## src/rtl/mm_control_pkg.sv

```systemverilog
// Shared types and register map for the multi-channel start/finish controller.
package mm_control_pkg;

    typedef enum logic [1:0] {
        StIdle  = 2'd0,
        StPulse = 2'd1,
        StBusy  = 2'd2
    } ch_state_e;

    localparam int unsigned REG_START  = 0;
    localparam int unsigned REG_DONE   = 1;
    localparam int unsigned REG_IRQ_EN = 2;
    localparam int unsigned REG_ERR    = 3;

endpackage

```

## src/rtl/mm_channel_fsm.sv

```systemverilog
// One core channel: IDLE -> PULSE -> BUSY -> IDLE handshake.
// Define WATCHDOG_EN to build the BUSY-timeout counter.
module mm_channel_fsm
    import mm_control_pkg::*;
#(
    parameter int unsigned TIMEOUT_W = 16
) (
    input  logic clk,
    input  logic clear,
    input  logic start_req,
    input  logic finish,
    output logic start_pulse,
    output logic busy,
    output logic done_set,
    output logic err_set
);

    ch_state_e state_q, state_d;

`ifdef WATCHDOG_EN
    // Compared before the increment, so a match marks the (2^W-1)-th BUSY cycle.
    localparam logic [TIMEOUT_W-1:0] CntLast = {{(TIMEOUT_W-1){1'b1}}, 1'b0};
    logic [TIMEOUT_W-1:0] cnt_q, cnt_d;
    logic                 timeout;

    assign timeout = (cnt_q == CntLast);
`else
    logic timeout;
    assign timeout = 1'b0;
`endif

    always_comb begin
        state_d  = state_q;
        done_set = 1'b0;
        err_set  = 1'b0;
`ifdef WATCHDOG_EN
        cnt_d    = cnt_q;
`endif
        case (state_q)
            StIdle: begin
                if (start_req) state_d = StPulse;
            end
            StPulse: begin
                state_d = StBusy;
`ifdef WATCHDOG_EN
                cnt_d   = '0;
`endif
            end
            StBusy: begin
                if (finish) begin
                    state_d  = StIdle;
                    done_set = 1'b1;
                end else if (timeout) begin
                    state_d = StIdle;
                    err_set = 1'b1;
                end else begin
`ifdef WATCHDOG_EN
                    cnt_d = cnt_q + 1'b1;
`endif
                end
            end
            default: state_d = StIdle;
        endcase
    end

    always_ff @(posedge clk) begin
        if (clear) begin
            state_q <= StIdle;
`ifdef WATCHDOG_EN
            cnt_q   <= '0;
`endif
        end else begin
            state_q <= state_d;
`ifdef WATCHDOG_EN
            cnt_q   <= cnt_d;
`endif
        end
    end

    assign start_pulse = (state_q == StPulse);
    assign busy        = (state_q != StIdle);

endmodule

```

## src/rtl/mm_control_multi.sv

```systemverilog
// Avalon-MM control slave launching NUM_CH cores and collecting done/irq.
// Define WATCHDOG_EN for per-channel BUSY timeouts reported in the ERR register.
module mm_control_multi
    import mm_control_pkg::*;
#(
    parameter int unsigned NUM_CH     = 4,
    parameter int unsigned WIDTH_CTRL = 8,
    parameter int unsigned ADDR_W     = 2,
    parameter int unsigned TIMEOUT_W  = 16
) (
    input  logic                  clk,
    input  logic                  reset_sink_reset,
    input  logic [ADDR_W-1:0]     address,
    input  logic                  read,
    input  logic                  write,
    input  logic [WIDTH_CTRL-1:0] data_write,
    output logic [WIDTH_CTRL-1:0] data_read,
    input  logic [NUM_CH-1:0]     interrupt_finish,
    output logic [NUM_CH-1:0]     interrupt_start,
    output logic                  irq
);

    logic [NUM_CH-1:0] start_req, launch, busy, start_pulse, done_set, err_set;
    logic [NUM_CH-1:0] done_q, done_d, irq_en_q, irq_en_d, err;
    logic [NUM_CH-1:0] wdata;
    logic [WIDTH_CTRL-1:0] rd_val, data_read_q;
    logic wr_start, wr_done, wr_irq_en, irq_q;

    assign wdata     = data_write[NUM_CH-1:0];
    assign wr_start  = write && (address == ADDR_W'(REG_START));
    assign wr_done   = write && (address == ADDR_W'(REG_DONE));
    assign wr_irq_en = write && (address == ADDR_W'(REG_IRQ_EN));
    assign start_req = wr_start ? wdata : '0;
    // Only channels that actually leave IDLE get their sticky flags cleared.
    assign launch    = start_req & ~busy;

    for (genvar i = 0; i < NUM_CH; i++) begin : g_ch
        mm_channel_fsm #(
            .TIMEOUT_W(TIMEOUT_W)
        ) u_fsm (
            .clk        (clk),
            .clear      (reset_sink_reset),
            .start_req  (start_req[i]),
            .finish     (interrupt_finish[i]),
            .start_pulse(start_pulse[i]),
            .busy       (busy[i]),
            .done_set   (done_set[i]),
            .err_set    (err_set[i])
        );
    end

    if (NUM_CH < WIDTH_CTRL) begin : g_unused_wdata
        logic unused_wdata;
        assign unused_wdata = ^data_write[WIDTH_CTRL-1:NUM_CH];
    end

    always_comb begin
        done_d = done_q;
        if (wr_done) done_d = done_d & ~wdata;
        done_d = (done_d & ~launch) | done_set;
        irq_en_d = wr_irq_en ? wdata : irq_en_q;
    end

`ifdef WATCHDOG_EN
    logic [NUM_CH-1:0] err_q, err_d;
    logic wr_err;

    assign wr_err = write && (address == ADDR_W'(REG_ERR));

    always_comb begin
        err_d = err_q;
        if (wr_err) err_d = err_d & ~wdata;
        err_d = (err_d & ~launch) | err_set;
    end

    always_ff @(posedge clk) begin
        if (reset_sink_reset) err_q <= '0;
        else                  err_q <= err_d;
    end

    assign err = err_q;
`else
    logic unused_err;
    assign unused_err = |err_set;
    assign err        = '0;
`endif

    always_comb begin
        rd_val = '0;
        case (address)
            ADDR_W'(REG_START):  rd_val[NUM_CH-1:0] = busy;
            ADDR_W'(REG_DONE):   rd_val[NUM_CH-1:0] = done_q;
            ADDR_W'(REG_IRQ_EN): rd_val[NUM_CH-1:0] = irq_en_q;
            ADDR_W'(REG_ERR):    rd_val[NUM_CH-1:0] = err;
            default:             rd_val = '0;
        endcase
    end

    always_ff @(posedge clk) begin
        if (reset_sink_reset) begin
            done_q      <= '0;
            irq_en_q    <= '0;
            data_read_q <= '0;
            irq_q       <= 1'b0;
        end else begin
            done_q      <= done_d;
            irq_en_q    <= irq_en_d;
            data_read_q <= read ? rd_val : '0;
            irq_q       <= |((done_q | err) & irq_en_q);
        end
    end

    assign data_read       = data_read_q;
    assign interrupt_start = start_pulse;
    assign irq             = irq_q;

endmodule

```

## config.mk

```make
export PLATFORM = sky130hd
export DESIGN_NAME = mm_control_multi
export DESIGN_NICKNAME = d
export VERILOG_FILES = /design/src/rtl/mm_control_pkg.sv /design/src/rtl/mm_channel_fsm.sv /design/src/rtl/mm_control_multi.sv
export SDC_FILE = /design/constraint.sdc
export NUM_CORES = 1
export LEC_CHECK = 0
export BUFFER_PORTS_ARGS = -buffer_cell sky130_fd_sc_hd__clkbuf_2
export CAP_MARGIN = 20
export CELL_PAD_IN_SITES_DETAIL_PLACEMENT = 0
export CELL_PAD_IN_SITES_GLOBAL_PLACEMENT = 2
export CORE_MARGIN = 4
export CORE_UTILIZATION = 25
export DETAILED_ROUTE_END_ITERATION = 6
export PLACE_DENSITY_LB_ADDON = 0.1
export SETUP_SLACK_MARGIN = 0.5
export SYNTH_ARGS = -nofsm -noshare
export SYNTH_HDL_FRONTEND = slang
export SYNTH_SLANG_ARGS = --single-unit
```

## constraint.sdc

```tcl
create_clock -name clk -period 1.01 [get_ports clk]
set_clock_uncertainty 0.15 [all_clocks]
set_input_delay 0.0505 -clock clk [delete_from_list [all_inputs] [get_ports clk]]
set_output_delay 0.0505 -clock clk [all_outputs]
set_load 0.05 [all_outputs]
```

==> metrics.md <==
| Metric | Value |
|---|---|
| Outcome | complete, but fails checks |
| Failing checks | negative hold slack, negative setup slack |
| Worst r2r path cells | 5 |
| Hold Path Depth | 2 |
| DR vias | 983 |
| P&R area growth vs syn | 81.81% |
| Leakage power | between 0.7 and 0.8 nW |
| Slew Viols, Final | 0 |
| Endpoints failing setup | 14 |
| Die height | 71.16 um |
| Kind of critical path | register to primary output |
| GR Util All Layers | between 10% and 20% |
| Global-route wire length before repair | 4692 um |
| Int Pwr | around 1.2 mW |
| Sw Pwr | 0.4633 mW |
| I/O pins | 31 |
| Sequential Power Share | 49.2% |
| Post-synthesis instance total | 116 |
| Syn avg cell area | 8.597 um2 |
| Clk_lat worst skew | 260 ps |
| DR WL/cell | 13.72 um |
| VDD IR max | between 0.5 and 0.6 mV |
| M1 WL | roughly 1300 um |
| Storage cell area | between 400 and 500 um2 |
| Synthesis-stage register bit count | 21 |
| Detailed Route WL | 2894 um |
| IO Port Bufs | 22 |
| Uppermost layer routed | met4 |
| Ant. Diodes | 0 |
| Gpl congestion | approximately 0.72 |
| Share of cells above drive strength 1 | 70.55% |
| Synth cell types | 36 |
| Crit path max-delay family | flip-flops |
| Worst path bufs/invs | 1 |
| Multi-input logic area | 679.4 um2 |
| NumNets Final | 182 |
| Clock network power share | 32.7% |
| Worst-path clk slew | 80 ps |
| DRC violations left | 0 |
| Initial DRC count | 28 |
| Largest net degree at the start of global routing | 13 |
| Startpoint types | register |
| CP cell instances | nor2b_4, buf_12 |
| Die width | 71.16 um |
| Synth warn | 0 |
| Die Area | 0.005063 mm2 |
| CP max stage delay | ~400 ps |
| Final hold viol count | 14 |
| FMAX | 833.7 MHz |
| Vias per cell | 4.659 |
| CTS sink count | 21 |
| H-Tree Depth | 1 |
| Core area | 0.003744 mm2 |
| Vias in the first global route | approximately 950 |
| Sequential share of the synthesized area | 42.16% |
| Critical-path top delay cell | dfxtp_4 |
| Predominant post-synthesis flop cell | dfxtp_1 |
| Worst path depth | 2 |
| Met2 wire length | 1412 um |
| Num CTS Buffers | 3 |
| Asr flop ratio synth | 0% |
| Sw frac | 27.31% |
| Fin worst setup slack | -189.5 ps |
| Worst Path Arrival | 1000 ps |
| Post-synth EDFFs | 0 |
| TritonCTS clock tree | yes |
| Min Tclk post-route | around 1200 ps |
| Routed met3 length | 133 um |
| DP HPWL | 2035 um |
| CP Capture Type | primary output |
| Initial antenna violation count | 0 |
| Maxcap violations | 0 |
| RSZ-0062 raised after global routing | true |
| Hold Slack | -98.20 ps |
| Final period utilization | 118.8% |
| Comb power frac | a little under a fifth |
| Req. time, crit path | 810 ps |
| Post-Syn Area | 997.2 um2 |
| Crit-path max FO | 5 |
| Clock Tree Buf Depth | 2 |
| Hold crit path type | primary input to register |
| Final Util | 48.43% |
| Gr ovfl total | 0 |
| Worst slack, placed | -127.4 ps |
| Row Count | 22 |
| Initial Util | 26.64% |
| Filler cells | 392 |
| First-pass iteration count of the detailed router | 4 |
| PD cells | between 900 and 1000 mW/mm2 |
| Antenna-violating nets left | 0 |
| Clock root buffer | clkbuf_8 |
## cell usage in the layout, fill, tap and decap left out, types with 2 or more instances in the layout
cell	instances
buf_4	16
clkbuf_2	12
buf_6	12
dfxtp_4	11
nor2_1	10
dfxtp_2	9
nor2b_4	6
a21oi_1	5
clkbuf_16	5
a21oi_2	4
nand2_1	4
and3_1	4
conb_1	4
nor3b_2	3
inv_2	3
nand3b_1	3
nand2b_1	3
nor2_4	3
clkbuf_8	3
buf_8	3
nor2_2	2
nor2b_1	2
and2b_2	2
nand3_1	2
a22oi_2	2
o21ai_1	2
nor2b_2	2
mux2i_1	2
a211o_1	2
buf_12	2
## power by group through the flow
stage | registers, mW | clock network, mW | logic [mW]
floorplan | 0.873 | 0 | 0.146
global placement | 0.865 | 0 | 0.247
detailed placement | 0.865 | 0 | 0.246
CTS | 0.838 | 0.584 | 0.282
global route | 0.838 | 0.623 | 0.328
finish | 0.834 | 0.556 | 0.307
## state kept, by name (all words and copies together), names as in the netlist
name	count
g_ch.u_fsm.state_q	8
data_read	4
irq	1
done_q	4
irq_en_q	4
## per-stage QoR
stage	instance area (um2)	power (mW)	hold slack [ps]	std cells	setup TNS, ps
finish	1813	1.697	-98.20	211	-1311
global route	1813	1.788	-102.5	211	-2042
CTS	1680	1.704	-116.1	207	-1204
detailed placement	1338	1.111	161.5	195	-710.9
global placement	1338	1.112	159.2	195	-674.1
floorplan	1107	1.019	-34.85	119	0
## cells in the mapped netlist (2+ instances only)
cell type,instances,share of area (%)
and2b_2,2,1.8
buf_4,8,6.0
dfxtp_1,21,42
nor2b_1,9,5.6
nor2_1,15,5.6
a22oi_1,2,1.5
nand2_1,5,1.9
o21ai_0,2,1.0
mux2i_1,2,2.0
and3_1,4,2.5
nor3b_1,3,2.3
nand2b_1,3,1.9
inv_1,4,1.5
a211o_1,2,1.8
a31oi_1,2,1.3
nand3_1,2,1.0
a21oi_1,9,4.5
nand3b_1,3,2.3
## path summary, 6_finish.rpt
check,slack (ps),start,to
worst max register to register,-150,g_ch[1].u_fsm.state_q[1]$_SDFFE_PP0P_,data_read[1]$_SDFF_PP0_
worst min register to register,330,irq_en_q[3]$_SDFFE_PP0P_,irq_en_q[3]$_SDFFE_PP0P_
worst min-delay path,-100,data_write[2],done_q[2]$_SDFF_PP0_
worst max-delay path,-190,g_ch[1].u_fsm.state_q[0]$_SDFFE_PP0P_,interrupt_start[1]
## logic make-up after synthesis
| group | synth area share, % |
|---|---|
| other | 0.3761 |
| AND/OR/NAND/NOR | 28.36 |
| flip-flops | 42.16 |
| buffers and inverters | 10.16 |
| AO/OA/AOI/OAI | 16.94 |
| multiplexers | 2.008 |
## per-layer routing
metal  track usage, %  vias to the layer above
met2            19.29                       19
met4            3.132                        0
li1                 -                      488
met3            3.835                        2
met1            14.86                      474
met5                0                        -
## what timing repair did
item                                   CTS  global route
resized for setup                       54            26
setup endpoints to repair               30            30
pin swaps                               18            13
endpoints found under the hold margin   14            14
setup buffers                            8             4
## layout make-up
class / count / share of cell area, %
repair buffers: 51 / 29.40
well taps: 48 / 3.313
clock buffers: 3 / 2.277
multi-input cells: 82 / 37.47
inverters: 5 / 1.173
flip-flops and latches: 21 / 26.09
clock inverters: 1 / 0.2761
Note: power is estimated with default switching activity, not from simulation.
